==> config.mk <==
export PLATFORM = sky130hd
export DESIGN_NAME = memory_access_stage
export DESIGN_NICKNAME = d
export VERILOG_FILES = /design/src/rtl/memory_access_stage.sv
export SDC_FILE = /design/constraint.sdc
export NUM_CORES = 1
export LEC_CHECK = 0
export CORE_MARGIN = 5
export CORE_UTILIZATION = 36
export CTS_CLUSTER_SIZE = 24
export DETAILED_ROUTE_END_ITERATION = 10
export GPL_ROUTABILITY_DRIVEN = 0
export PLACE_DENSITY = 0.85
export SYNTH_ARGS = -nofsm -noshare
export SYNTH_HDL_FRONTEND = slang
export SYNTH_SLANG_ARGS = --single-unit
==> constraint.sdc <==
create_clock -name clock -period 3.46 [get_ports clock]
set_input_delay 0.346 -clock clock [delete_from_list [all_inputs] [get_ports clock]]
set_output_delay 0.346 -clock clock [all_outputs]
set_load 0.1 [all_outputs]
==> src/rtl/memory_access_stage.sv <==
// ============================================================================
// Module   : memory_access_stage
// Brief    : Memory-stage req/ack data-access controller with byte-lane select
//            and sign extension. Optional ack watchdog via MEM_TIMEOUT_EN.
// Revision : 1.0
// ============================================================================
`default_nettype none

module memory_access_stage #(
    parameter int TIMEOUT_CYCLES = 255
) (
    input  logic        clock,
    input  logic        reset,
    input  logic [31:0] m_alu_result,
    input  logic [31:0] m_store_data,
    input  logic        m_mem_read,
    input  logic        m_mem_write,
    input  logic        m_byte,
    input  logic        w_stall,
    output logic [31:0] m_mem_data,
    output logic        m_stall,
    output logic        m_misaligned,
    output logic        m_bus_error,
    output logic        dmem_req,
    output logic        dmem_we,
    output logic [31:0] dmem_addr,
    output logic [3:0]  dmem_be,
    output logic [31:0] dmem_wdata,
    input  logic        dmem_ack,
    input  logic [31:0] dmem_rdata
);

    localparam logic [1:0] c_IDLE = 2'd0;
    localparam logic [1:0] c_WAIT = 2'd1;
    localparam logic [1:0] c_DONE = 2'd2;

    logic [1:0] r_state;
    logic [1:0] w_next_state;
    logic       w_mem_op;
    logic       w_access;
    logic       w_req;
    logic       w_ack_hit;
    logic       w_timeout;
    logic [7:0] w_lane;

    assign w_mem_op  = m_mem_read | m_mem_write;
    assign w_access  = w_mem_op & ~m_misaligned;
    // Reset gates the request combinationally so it drops mid-cycle.
    assign w_req     = w_access & ~reset & (r_state != c_DONE);
    assign w_ack_hit = w_req & dmem_ack;

    always_ff @(posedge clock or posedge reset) begin
        if (reset) begin
            r_state <= c_IDLE;
        end else begin
            r_state <= w_next_state;
        end
    end

    always_comb begin
        w_next_state = r_state;
        case (r_state)
            c_IDLE: begin
                if (w_access) begin
                    w_next_state = dmem_ack ? c_DONE : c_WAIT;
                end
            end
            c_WAIT: begin
                if (dmem_ack || w_timeout) begin
                    w_next_state = c_DONE;
                end
            end
            c_DONE: begin
                if (!w_stall) begin
                    w_next_state = c_IDLE;
                end
            end
            default: w_next_state = c_IDLE;
        endcase
    end

    always_comb begin
        m_misaligned = w_mem_op & ~m_byte & (m_alu_result[1:0] != 2'b00);
        m_stall      = w_access & (r_state != c_DONE);
        dmem_req     = w_req;
        dmem_we      = w_req & m_mem_write;
        dmem_addr    = {m_alu_result[31:2], 2'b00};
        dmem_wdata   = m_byte ? {4{m_store_data[7:0]}} : m_store_data;
        dmem_be      = 4'h0;
        if (w_req) begin
            dmem_be = m_byte ? (4'b0001 << m_alu_result[1:0]) : 4'hF;
        end
    end

    always_comb begin
        case (m_alu_result[1:0])
            2'd0:    w_lane = dmem_rdata[7:0];
            2'd1:    w_lane = dmem_rdata[15:8];
            2'd2:    w_lane = dmem_rdata[23:16];
            default: w_lane = dmem_rdata[31:24];
        endcase
    end

    always_ff @(posedge clock or posedge reset) begin
        if (reset) begin
            m_mem_data <= 32'h0;
        end else if (w_ack_hit && m_mem_read) begin
            m_mem_data <= m_byte ? {{24{w_lane[7]}}, w_lane} : dmem_rdata;
        end else if (w_timeout) begin
            m_mem_data <= 32'h0;
        end
    end

`ifdef MEM_TIMEOUT_EN
    localparam logic [7:0] c_TIMEOUT_LAST = 8'(TIMEOUT_CYCLES - 1);

    logic [7:0] r_wait_count;
    logic       r_bus_error;

    // An ack in the final watchdog cycle takes priority over the abort.
    assign w_timeout = (r_state == c_WAIT) & ~dmem_ack &
                       (r_wait_count == c_TIMEOUT_LAST);

    always_ff @(posedge clock or posedge reset) begin
        if (reset) begin
            r_wait_count <= 8'h0;
        end else if (r_state == c_WAIT && w_next_state == c_WAIT) begin
            r_wait_count <= r_wait_count + 8'h1;
        end else begin
            r_wait_count <= 8'h0;
        end
    end

    always_ff @(posedge clock or posedge reset) begin
        if (reset) begin
            r_bus_error <= 1'b0;
        end else if (w_timeout) begin
            r_bus_error <= 1'b1;
        end else if (r_state == c_DONE && !w_stall) begin
            r_bus_error <= 1'b0;
        end
    end

    assign m_bus_error = r_bus_error;
`else
    assign w_timeout   = 1'b0;
    assign m_bus_error = 1'b0;
`endif

endmodule

`default_nettype wire

=== Word level (Yosys, flattened, before mapping) ===
Index checks and enable logic that the tools add are counted.

* Multiplexer cells: 10
* Shift operators: 1
* Reduce and logical (&&, ||, !) cells: 5
* Bitwise logic cells: 12
* Equality and inequality tests: 8

{| class="wikitable"
|+ Operators by type and width
! kind !! number
|-
| 32-bit 2-to-1 mux || 2
|-
| 8-bit one-hot mux with 3 select lines || 1
|-
| 1-bit AND || 8
|-
| 2-bit 2-to-1 mux || 4
|-
| 4-bit 2-to-1 mux || 2
|-
| 2-bit inequality test (second input constant) || 4
|-
| 2-bit one-hot mux with 3 select lines || 1
|-
| 2-bit by 1-bit == test with 1-bit output (second input constant) || 2
|-
| 2-bit == test (second input constant) || 2
|-
| 2-bit zero test || 2
|-
| 1-bit by 2-bit left shift with 4-bit output (first input constant) || 1
|-
| 1-bit NOT || 3
|-
| 3-bit AND reduction || 1
|-
| 2-bit nonzero test || 1
|-
| 1-bit logical AND || 1
|-
| 1-bit OR || 1
|}

* Word-level logic and storage cells: 38
* Bits of input ports: 103
* Flip-flop bits (word level): 34
* Output and inout bits: 105

=== Depth between registers and ports, before layout ===
* Depth after elaboration: 9
* Gate-level depth with buffers: 7
* Mapped depth without buffers: 4

=== Worst setup path after synthesis ===
OpenSTA, ideal clock, no wires.

* Kind: input to output
* Start point: input port m_alu_result[1]
* End point: output port dmem_be[0]
* Stages on the path: 3
* Data arrival time: 3.583 ns
* Setup slack: -0.469 ns
* Required time: 3.114 ns
* Buffers on the path: 2
* Cell sequence: buf_6 -> clkbuf_1 -> nor4_1

* Cells in the longest elaborated chain, start to end: 7
* Elaborated cells on any way between the ends: 9
* Classes of those cells: 1 x shift; 2 x mux; 5 x bitwise; 1 x reduce/logical

{| class="wikitable"
|+ Ends and longest elaborated chain
! what !! line !! text
|-
| start: declaration || 14 || <nowiki>input logic [31:0] m_alu_result,</nowiki>
|-
| 2-bit nonzero test || 83 || <nowiki>m_misaligned = w_mem_op & ~m_byte & (m_alu_result[1:0] != 2'b00);</nowiki>
|-
| 1-bit AND || 83 ||
|-
| 1-bit NOT || 47 || <nowiki>assign w_access = w_mem_op & ~m_misaligned;</nowiki>
|-
| 1-bit AND || 47 ||
|-
| 1-bit AND (2 in series) || 49 || <nowiki>assign w_req = w_access & ~reset & (r_state != c_DONE);</nowiki>
|-
| 4-bit 2-to-1 mux * || 90 || <nowiki>if (w_req) begin</nowiki>
|-
| end: declaration || 27 || <nowiki>output logic [3:0] dmem_be,</nowiki>
|}

Every way passes the cells marked *; elsewhere a longest branch is shown, timed or not.

=== Final worst setup path ===
* Start point: input port m_byte
* End point: output port dmem_be[1]

* Cells in the longest elaborated chain, start to end: 8
* Elaborated cells on any way between the ends: 9
* Classes of those cells: 2 x mux; 7 x bitwise

{| class="wikitable"
|+ Ends and longest elaborated chain
! what !! line !! text
|-
| start: declaration || 18 || <nowiki>input logic m_byte,</nowiki>
|-
| 1-bit NOT || 83 ||
|-
| 1-bit AND (2 in series) || 83 ||
|-
| 1-bit NOT || 47 ||
|-
| 1-bit AND || 47 ||
|-
| 1-bit AND (2 in series) || 49 ||
|-
| 4-bit 2-to-1 mux * || 90 ||
|}

Marks and branches as above.

==> results.py <==
metrics = {
    "global_route": {
        "grt_overflow": 0,
        "grt_max_degree": 44,
        "grt_first_pass_wirelength_um": 12300,
        "grt.total_usage_pct": 17.57,
        "grt_antenna_before_repair": 0,
        "grt_pass1_vias": 2335,
    },
    "synthesis": {
        "ys_seq_elements": 34,
        "synthDistinctLibCells": 30,
        "yosysWarnings": 0,
        "async_flop_share_pct": 100.0,
        "synth_edf_count": 0,
        "synthFlopType": "dfrtp_1",
        "synth_seq_area_share_pct": 33.37,
        "syn-instance-count": 285,
        "syn_avg_cell_area_um2": 8.947,
        "syn_area_um2": 2550,
    },
    "die": {
        "start_util_pct": 37.33,
        "die-width_um": 94.16,
        "rows": 30,
        "core_um2": 6832,
        "fp.dieH_um": 94.16,
        "io_pins": 208,
        "die_area_um2": 8866,
    },
    "place": {
        "post-place-ws_ns": 0.9908,
        "portBuffers": 144,
        "dp_cells": 468,
        "dp_hpwl_um": 6287,
    },
    "final_layout": {
        "drive_gt1_share_pct": 20.00,
        "instances_no_fill": 476,
        "final_common_cell": "clkdlybuf4s50_1",
        "nets": 482,
        "final_cell_mix": "clkdlybuf4s50_1 (104), a21oi_1 (42), dfrtp_1 (34), buf_4 (34), o21ai_0 (32)",
        "antenna_cells": 0,
        "syn2layout_area_growth_pct": 51.13,
    },
    "cts": {
        "cts_setup_buffers": 0,
        "clock_path_buffers": 2,
        "cts_root_buf": "clkbuf_8",
        "cts-buffers-inserted": 5,
        "clk_pin_slew_worst_paths_ns": 0.07,
        "cts_resized": 0,
        "clock_latency_ns": 0.29,
        "cts_sinks": 34,
        "cts_max_level": 2,
        "cts_tree": "yes",
        "ctsHoldBuffers": 0,
    },
    "timing": {
        "fin_crit_ns": 2.313,
        "setup_tns_ns": 0,
        "slew_headroom_pct": 33.18,
        "fmax_mhz": 432.4,
        "rsz0062_at_grt": "false",
        "fin_crit_sh_pct": 66.84,
        "hold_viol_final": 0,
        "finalSetupViolCount": 0,
        "tightest_slew_ns": 0.9991,
        "fin_ws_ns": 1.147,
        "drv_slew": 0,
        "finClkSkew_ns": 0.005944,
    },
    "route": {
        "drt_iter0_drc": 206,
        "drc": 0,
        "firstDrtPassIters": 5,
        "via_per_inst": 5.013,
        "final_antenna_net_count": 0,
        "wl_per_cell_um": 17.12,
        "routed-via-count": 2386,
        "routed_wl_um": 8151,
    },
    "worst_setup_path": {
        "cp_common_cell": "buf_4",
        "critical_path_arrival_ns": 1.97,
        "slowest_delay_ns": 0.50,
        "cp-start-kind": "primary input",
        "critPathRequiredTime_ns": 3.11,
        "worstSetupPathType": "primary input to primary output",
        "path_max_fanout": 43,
        "path_cells": "clkdlybuf4s50_1 > buf_4 > inv_1 > buf_4 > a21oi_1 > nor2_1 > buf_12",
        "end_kind": "primary output",
        "worst_path_max_delay_cell": "clkdlybuf4s50_1",
    },
    "power": {
        "worst_ir_drop_vdd_uv": 558.9,
        "power.density_nw_per_um2": 759.2,
        "p_leak_nw": 1.704,
    },
    "flow_run": {
        "maxCapViolations": 0,
    },
    "outcome": {
        "status": "finished, final reports clean",
    },
    "hold_path": {
        "hp-class": "flop to flop",
    },
}
-- report_power, final --
group / internal [mW] / switching [mW] / total, mW / leakage (nW)
clock: 0.160 / 0.152 / 0.312 / 0.0472
sequential: 0.531 / 0.0949 / 0.626 / 0.388
combinational: 0.525 / 1.46 / 1.99 / 1.27
-- synthesized netlist by cell type (all sizes together), types with 2 or more instances --
library cell	number	area [um2]
buf	55	431.7
a21oi	42	210.2
dfrtp	34	850.8
a2bb2oi	32	386.6
o21ai	32	160.2
inv	31	116.4
nand2	11	48.80
clkbuf	10	37.54
nor2b	10	62.56
a211o	7	61.31
mux2i	7	70.07
nand4	2	12.51
-- path summary, 6_finish.rpt --
path                                   startpoint                         end  slack, ns  depth (start not counted)
setup / recovery                           m_byte                  dmem_be[1]       1.15                          7
hold / removal             r_state[1]$_DFFE_PP0P_      r_state[0]$_DFFE_PP0P_       0.46                          1
setup reg to reg           r_state[1]$_DFFE_PP0P_  m_mem_data[17]$_DFFE_PP0P_       1.65                          4
hold reg to reg            r_state[1]$_DFFE_PP0P_      r_state[0]$_DFFE_PP0P_       0.46                          1
max in group asynchronous                   reset  m_mem_data[29]$_DFFE_PP0P_       2.56                          3
min in group asynchronous                   reset   m_mem_data[5]$_DFFE_PP0P_       0.57                          3
-- cells by family after synthesis --
family | share of synthesized area (%)
compound gates | 33.17
buf+inv | 22.96
flops | 33.37
simple gates | 6.722
mux | 3.631
other cells | 0.1471
-- per-stage QoR --
| step | instance area, um2 | power [mW] | hold WS, ns | util (%) |
|---|---|---|---|---|
| finish | 3854 | 2.926 | 0.4641 | 56.41 |
| global route | 3854 | 3.020 | 0.4987 | 56.41 |
| CTS | 3854 | 2.943 | 0.4670 | 56.41 |
| detailed placement | 3759 | 2.623 | 0.4563 | 55.02 |
| global placement | 3759 | 2.612 | 0.4474 | 55.02 |
| floorplan | 2564 | 2.284 | 0.4168 | - |
-- per-layer routing --
layer	track usage (%)	up-vias	routed length, um
met2	27.66	129	3875
met4	7.220	0	255
met1	22.31	1103	3339
met5	0	-	0
met3	5.288	26	680
li1	-	1128	-
-- final cells by class --
type	instances	area (um2)
Clock buffer	6	82.58
Clock inverter	2	12.51
Fill cell	598	2978
Inverter	31	116.4
Multi-Input combinational cell	157	1135
Sequential cell	34	850.8
Tap cell	96	120.1
Timing Repair Buffer	150	1536
-- state kept, by name, indices dropped and copies added (netlist names) --
register    flops
m_mem_data     32
r_state         2
-- critical path: cells and delay by family --
| family | cells | cell delay [ns] |
|---|---|---|
| and+or+nand+nor | 1 | 0.09 |
| AOI/OAI and AO/OA | 1 | 0.17 |
| buffers and inverters | 5 | 1.34 |
(Power assumes the default switching activity.)
